File: config.mk
export PLATFORM = sky130hd
export DESIGN_NAME = if_stage_flat
export DESIGN_NICKNAME = d
export VERILOG_FILES = /design/src/rtl/cpu_pkg.sv /design/src/rtl/if_stage_if.sv /design/src/rtl/if_stage_pc_reg.sv /design/src/rtl/if_stage.sv /design/src/flat_wrapper.sv
export SDC_FILE = /design/constraint.sdc
export NUM_CORES = 1
export LEC_CHECK = 0
export CAP_MARGIN = 0
export CORE_MARGIN = 3
export CORE_UTILIZATION = 42
export CTS_BUF_LIST = sky130_fd_sc_hd__clkbuf_4 sky130_fd_sc_hd__clkbuf_8 sky130_fd_sc_hd__clkbuf_16
export DETAILED_ROUTE_END_ITERATION = 7
export PLACE_DENSITY = 0.76
export SLEW_MARGIN = 25
export SYNTH_ARGS = -nofsm -noshare
export SYNTH_HDL_FRONTEND = slang
export SYNTH_SLANG_ARGS = --single-unit
File: constraint.sdc
create_clock -name Clk -period 1.9 [get_ports Clk]
set_input_delay 0.38 -clock Clk [delete_from_list [all_inputs] [get_ports Clk]]
set_output_delay 0.38 -clock Clk [all_outputs]
set_load 0.005 [all_outputs]
File: src/rtl/cpu_pkg.sv
// Shared CPU constants: datapath width, reset PC, NOP encoding and word-alignment helper.
package cpu_pkg;

  localparam int unsigned WORD_W = 32;

  localparam logic [WORD_W-1:0] CPU_RESET_PC = 32'h0000_0000;
  localparam logic [WORD_W-1:0] CPU_NOP_INST = 32'h0000_0000;  // sll $0,$0,0
  localparam logic [WORD_W-1:0] PC_STEP      = 32'h0000_0004;

  function automatic logic [WORD_W-1:0] word_align(input logic [WORD_W-1:0] addr);
    return addr & ~32'h0000_0003;
  endfunction

endpackage

File: src/rtl/if_stage_if.sv
// Fetch-stage bus: hazard/redirect controls, instruction ROM port and IF/ID outputs.
interface if_stage_if;
  import cpu_pkg::*;

  logic              Stall;
  logic              BranchTaken;
  logic [WORD_W-1:0] BranchTarget;
  logic [WORD_W-1:0] InstAddr;
  logic [WORD_W-1:0] InstIn;
  logic [WORD_W-1:0] IF_ID_Inst;
  logic [WORD_W-1:0] IF_ID_PC4;
  logic              IF_ID_Valid;
  logic [WORD_W-1:0] FetchCount;

  modport master (
    output Stall, BranchTaken, BranchTarget, InstIn,
    input  InstAddr, IF_ID_Inst, IF_ID_PC4, IF_ID_Valid, FetchCount
  );

  modport slave (
    input  Stall, BranchTaken, BranchTarget, InstIn,
    output InstAddr, IF_ID_Inst, IF_ID_PC4, IF_ID_Valid, FetchCount
  );

endinterface

File: src/rtl/if_stage_pc_reg.sv
// Program counter: reset > load (redirect) > hold (stall) > increment by one word.
module pc_reg
  import cpu_pkg::*;
#(
  parameter logic [WORD_W-1:0] RESET_PC = CPU_RESET_PC
) (
  input  logic              i_clk,
  input  logic              i_rst,
  input  logic              i_load,
  input  logic              i_hold,
  input  logic [WORD_W-1:0] i_load_val,
  output logic [WORD_W-1:0] o_pc
);

  logic [WORD_W-1:0] r_pc;

  // PC update with fixed priority; the increment wraps modulo 2^32
  always_ff @(posedge i_clk) begin
    if (i_rst) begin
      r_pc <= RESET_PC;
    end else if (i_load) begin
      r_pc <= word_align(i_load_val);
    end else if (i_hold) begin
      r_pc <= r_pc;
    end else begin
      r_pc <= r_pc + PC_STEP;
    end
  end

  assign o_pc = r_pc;

endmodule

File: src/rtl/if_stage.sv
// MIPS instruction-fetch stage: PC via pc_reg, IF/ID pipeline register and fetch counter.
module if_stage
  import cpu_pkg::*;
#(
  parameter logic [WORD_W-1:0] RESET_PC = CPU_RESET_PC,
  parameter logic [WORD_W-1:0] NOP_INST = CPU_NOP_INST
) (
  input logic        Clk,
  input logic        Rst,
  if_stage_if.slave  bus
);

  logic [WORD_W-1:0] w_pc;
  logic [WORD_W-1:0] w_pc_plus4;
  logic [WORD_W-1:0] r_inst;
  logic [WORD_W-1:0] r_pc4;
  logic              r_valid;
  logic [WORD_W-1:0] r_fetch_count;

  pc_reg #(
    .RESET_PC (RESET_PC)
  ) u_pc_reg (
    .i_clk      (Clk),
    .i_rst      (Rst),
    .i_load     (bus.BranchTaken),
    .i_hold     (bus.Stall),
    .i_load_val (bus.BranchTarget),
    .o_pc       (w_pc)
  );

  assign w_pc_plus4 = w_pc + PC_STEP;

  // IF/ID register: a redirect squashes the word fetched down the wrong path
  always_ff @(posedge Clk) begin
    if (Rst) begin
      r_inst        <= NOP_INST;
      r_pc4         <= 32'h0000_0000;
      r_valid       <= 1'b0;
      r_fetch_count <= 32'h0000_0000;
    end else if (bus.BranchTaken) begin
      r_inst        <= NOP_INST;
      r_pc4         <= 32'h0000_0000;
      r_valid       <= 1'b0;
      r_fetch_count <= r_fetch_count;
    end else if (bus.Stall) begin
      r_inst        <= r_inst;
      r_pc4         <= r_pc4;
      r_valid       <= r_valid;
      r_fetch_count <= r_fetch_count;
    end else begin
      r_inst        <= bus.InstIn;
      r_pc4         <= w_pc_plus4;
      r_valid       <= 1'b1;
      r_fetch_count <= r_fetch_count + 32'h0000_0001;
    end
  end

  assign bus.InstAddr    = w_pc;
  assign bus.IF_ID_Inst  = r_inst;
  assign bus.IF_ID_PC4   = r_pc4;
  assign bus.IF_ID_Valid = r_valid;
  assign bus.FetchCount  = r_fetch_count;

endmodule

File: src/flat_wrapper.sv
// flat-port wrapper written by rule: the top's interface ports become plain ports
module if_stage_flat import cpu_pkg::*;
#(
  parameter logic [WORD_W-1:0] RESET_PC = CPU_RESET_PC,
  parameter logic [WORD_W-1:0] NOP_INST = CPU_NOP_INST
)
  (Clk, Rst, bus_Stall, bus_BranchTaken, bus_BranchTarget, bus_InstIn, bus_InstAddr, bus_IF_ID_Inst, bus_IF_ID_PC4, bus_IF_ID_Valid, bus_FetchCount);
  if_stage_if bus_i ();
  input logic Clk;
  input logic Rst;
  input wire logic [$bits(bus_i.Stall)-1:0] bus_Stall;
  input wire logic [$bits(bus_i.BranchTaken)-1:0] bus_BranchTaken;
  input wire logic [$bits(bus_i.BranchTarget)-1:0] bus_BranchTarget;
  input wire logic [$bits(bus_i.InstIn)-1:0] bus_InstIn;
  output wire logic [$bits(bus_i.InstAddr)-1:0] bus_InstAddr;
  output wire logic [$bits(bus_i.IF_ID_Inst)-1:0] bus_IF_ID_Inst;
  output wire logic [$bits(bus_i.IF_ID_PC4)-1:0] bus_IF_ID_PC4;
  output wire logic [$bits(bus_i.IF_ID_Valid)-1:0] bus_IF_ID_Valid;
  output wire logic [$bits(bus_i.FetchCount)-1:0] bus_FetchCount;
  assign bus_i.Stall = bus_Stall;
  assign bus_i.BranchTaken = bus_BranchTaken;
  assign bus_i.BranchTarget = bus_BranchTarget;
  assign bus_i.InstIn = bus_InstIn;
  assign bus_InstAddr = bus_i.InstAddr;
  assign bus_IF_ID_Inst = bus_i.IF_ID_Inst;
  assign bus_IF_ID_PC4 = bus_i.IF_ID_PC4;
  assign bus_IF_ID_Valid = bus_i.IF_ID_Valid;
  assign bus_FetchCount = bus_i.FetchCount;
  if_stage #(.RESET_PC(RESET_PC), .NOP_INST(NOP_INST)) u_core (.Clk(Clk), .Rst(Rst), .bus(bus_i));
endmodule
==> flow_metrics.py <==
metrics = {
    "clock_tree": {
        "cts_buffer_depth": 2,
        "cts_tree": "yes",
        "clock_sinks": 125,
        "h-tree-depth": 4,
        "insertion_delay_ns": 0.41,
        "ctsHoldBuffers": 0,
        "clock-root-buffer": "clkbuf_16",
        "cts.clk_slew.worst_paths_ns": 0.06,
        "numCtsBuffers": 17,
    },
    "worst_setup_path": {
        "path_max_fanout": 5,
        "reg2reg_slack_ns": 0.05,
        "cp.arrival_ns": 1.47,
        "crit_required_ns": 1.52,
        "worst_path_largest_cell_delay_ns": 0.51,
        "cp-end-kind": "output port",
        "r2r_end": "u_core.u_pc_reg.o_pc[20]",
        "cp_cell_sequence": "buf_4, clkdlybuf4s50_1",
        "critical_path_class": "reg -> out",
        "critPathSlowestCell": "clkdlybuf4s50_1",
        "crit_start": "u_core.u_pc_reg.o_pc[18]",
        "cp_num_buf_inv": 2,
        "r2r-start": "u_core.u_pc_reg.o_pc[3]",
        "rr_worst_depth": 7,
        "startpoint_type": "flip-flop",
        "crit_family": "buffers and inverters",
    },
    "timing": {
        "whs_ns": 0.3371,
        "fin_crit_sh": 0.9734,
        "fmax_mhz": 540.7,
        "fin_crit_ns": 1.849,
        "rsz0062_at_grt": "yes",
        "hold_violations": 0,
        "skew_ns": 0.005779,
        "setup_violations": 0,
        "worst_pin_slew_ns": 0.7011,
        "maxSlewHeadroom": 0.5326,
        "slew_violations": 0,
        "setup_slack_ns": 0.05061,
    },
    "placed_design": {
        "dpl.hpwl_um": 11620,
        "routabilityCongestion": 0.8581,
        "io_buffers": 190,
        "placed_area_um2": 8167,
        "pre_cts_ws_ns": -0.06140,
    },
    "floorplanning": {
        "core_area_um2": 13400,
        "die_area_um2": 15330,
        "ios": 197,
        "start_util": 0.4349,
        "die_h_um": 123.8,
        "std_cell_rows": 42,
        "die_x_um": 123.8,
    },
    "detailed_routing": {
        "top_layer_used": "met5",
        "drc": 0,
        "wl_um": 16790,
        "wl_met1_um": 6988,
        "wl_per_cell_um": 15.34,
        "ant_nets": 0,
        "vias": 5527,
        "drt-vias-per-instance": 5.052,
        "drt-initial-drc-count": 308,
        "firstDrtPassIters": 5,
        "wl_met2_um": 8143,
        "dr_wl_met3_um": 1312,
    },
    "logic_synthesis": {
        "ys_seq_elements": 125,
        "synthTopCellsByCount": "125 x dfxtp_1, 97 x nor2_1, 54 x a21oi_1",
        "syn_avg_cell_area_um2": 8.508,
        "synth_top_area_share": 0.4294,
        "seq_area_frac_synth": 0.4294,
        "synthCells": 685,
        "synth-edff-count": 0,
        "syn_area_um2": 5828,
        "yosysUniqueCellTypes": 48,
        "synth_warnings": 0,
        "synth_ff_type": "dfxtp_1",
        "synth-async-reset-ratio": 0,
        "yosysMostFrequentCell": "dfxtp_1",
        "yosysTopAreaCell": "dfxtp_1",
        "synthTopCellsByArea": "dfxtp_1 43%, xor2_1 7.1%, mux2i_1 6.9%",
    },
    "hold_path": {
        "hp-class": "in -> reg",
        "hold_end": "u_core.u_pc_reg.o_pc[2]",
        "holdCritStartpoint": "bus_BranchTaken",
        "hold_path_depth": 3,
    },
    "power_and_ir_drop": {
        "power_density_nw_per_um2": 806.7,
        "peakVddDrop_mv": 0.4671,
        "p_leak_uw": 0.003552,
        "p_total_uw": 7228,
    },
    "outcome": {
        "outcome": "completed",
    },
    "layout": {
        "fin_nets": 975,
        "final_core_util": 0.6686,
        "diodes": 0,
        "area_delta_synth_final_pct": 53.74,
        "final_cell_area_um2": 8960,
        "drive_above_1_share": 0.1362,
    },
    "global_route": {
        "grt_pass1_wl_um": 25920,
        "grt_overflow_total": 0,
        "grt_pass1_vias": 5290,
        "track_usage": 0.2155,
        "antenna_found_initial": 1,
        "grt_max_degree": 63,
    },
    "flow_run": {
        "maxCapViolations": 0,
    },
}
## layer usage
layer  vias to the layer above  global-route usage
li1                       2751                   -
met1                      2584              0.2590
met2                       165              0.3488
met3                        25             0.08084
met4                         2             0.08512
met5                         -                   0
## metrics by stage
step / TNS (ns) / instances
floorplan: 0 / 688
global placement: -0.001445 / 1058
detailed placement: -0.1642 / 1058
CTS: 0 / 1090
global route: -0.1119 / 1094
finish: 0 / 1094
## tightest hold or removal path: stages
cell and delay (ns):
buf_2 0.16, a21oi_1 0.09, nor2_1 0.08
## layout make-up
type | instances | area, µm²
fill | 1152 | 4441
multi-input combinational | 487 | 3077
sequential | 125 | 2509
timing repair buffer | 251 | 2396
clock buffer | 22 | 488.0
tap | 176 | 220.2
clock inverter | 10 | 183.9
inverter | 23 | 86.33
## worst max-delay path by stage
stage	cells after the start	slack (ns)	endpoint
floorplan	7	0.01	u_core.u_pc_reg.o_pc[26]
global placement	6	-0.001	u_core.bus.FetchCount[31]
detailed placement	6	-0.06	u_core.bus.FetchCount[31]
CTS	6	0.008	u_core.u_pc_reg.o_pc[22]
global route	6	-0.04	u_core.u_pc_reg.o_pc[31]
finish	2	0.05	bus_InstAddr[18]
## cells in the final DEF, fill, tap and decap left out, drive strengths merged, types with 7 or more instances in the layout
cell and count:
clkdlybuf4s50 183, dfxtp 125, nor2 97, buf 64
a21oi 54, xor2 47, mux2i 40, nand2 36
o21ai 33, xnor2 31, nand3 31, nor3 26
nand4 24, inv 23, clkbuf 22, o21a 14
or3 9, nor2b 7, nor4 7
## flip-flops by register name (all words and copies together) (netlist names)
| signal | count |
|---|---|
| u_core.bus.IF_ID_Inst | 32 |
| u_core.u_pc_reg.o_pc | 30 |
| u_core.bus.IF_ID_PC4 | 30 |
| u_core.bus.IF_ID_Valid | 1 |
| u_core.bus.FetchCount | 32 |
## cells by family (layout without fill, tap and decap cells)
kind of cell	Yosys count	count (layout)	synth area share
adders and majority gates	2	2	0.004293
xor gates and xnor gates	78	78	0.1172
muxes	41	41	0.07063
AOI/OAI and AO/OA	106	106	0.1011
other	1	4	0.0006434
DFF	125	125	0.4294
and+or+nand+nor	256	256	0.2196
buffers and inverters	76	306	0.05711
## repair_timing
| action | 4_1_cts | 5_1_grt |
|---|---|---|
| resized for setup | 3 | 19 |
| setup buffers | 0 | 4 |
| endpoints found under the setup margin | 4 | 27 |
| pin swaps | 1 | 6 |
| hold endpoints to repair | 0 | 0 |
## report_power, final
part	internal [µW]	switching, µW	total, µW
clock	2480	1180	3660
sequential	2720	68.2	2780
combinational	452	333	785
total	5650	1580	7230
Power figures use the tool's default switching activity.
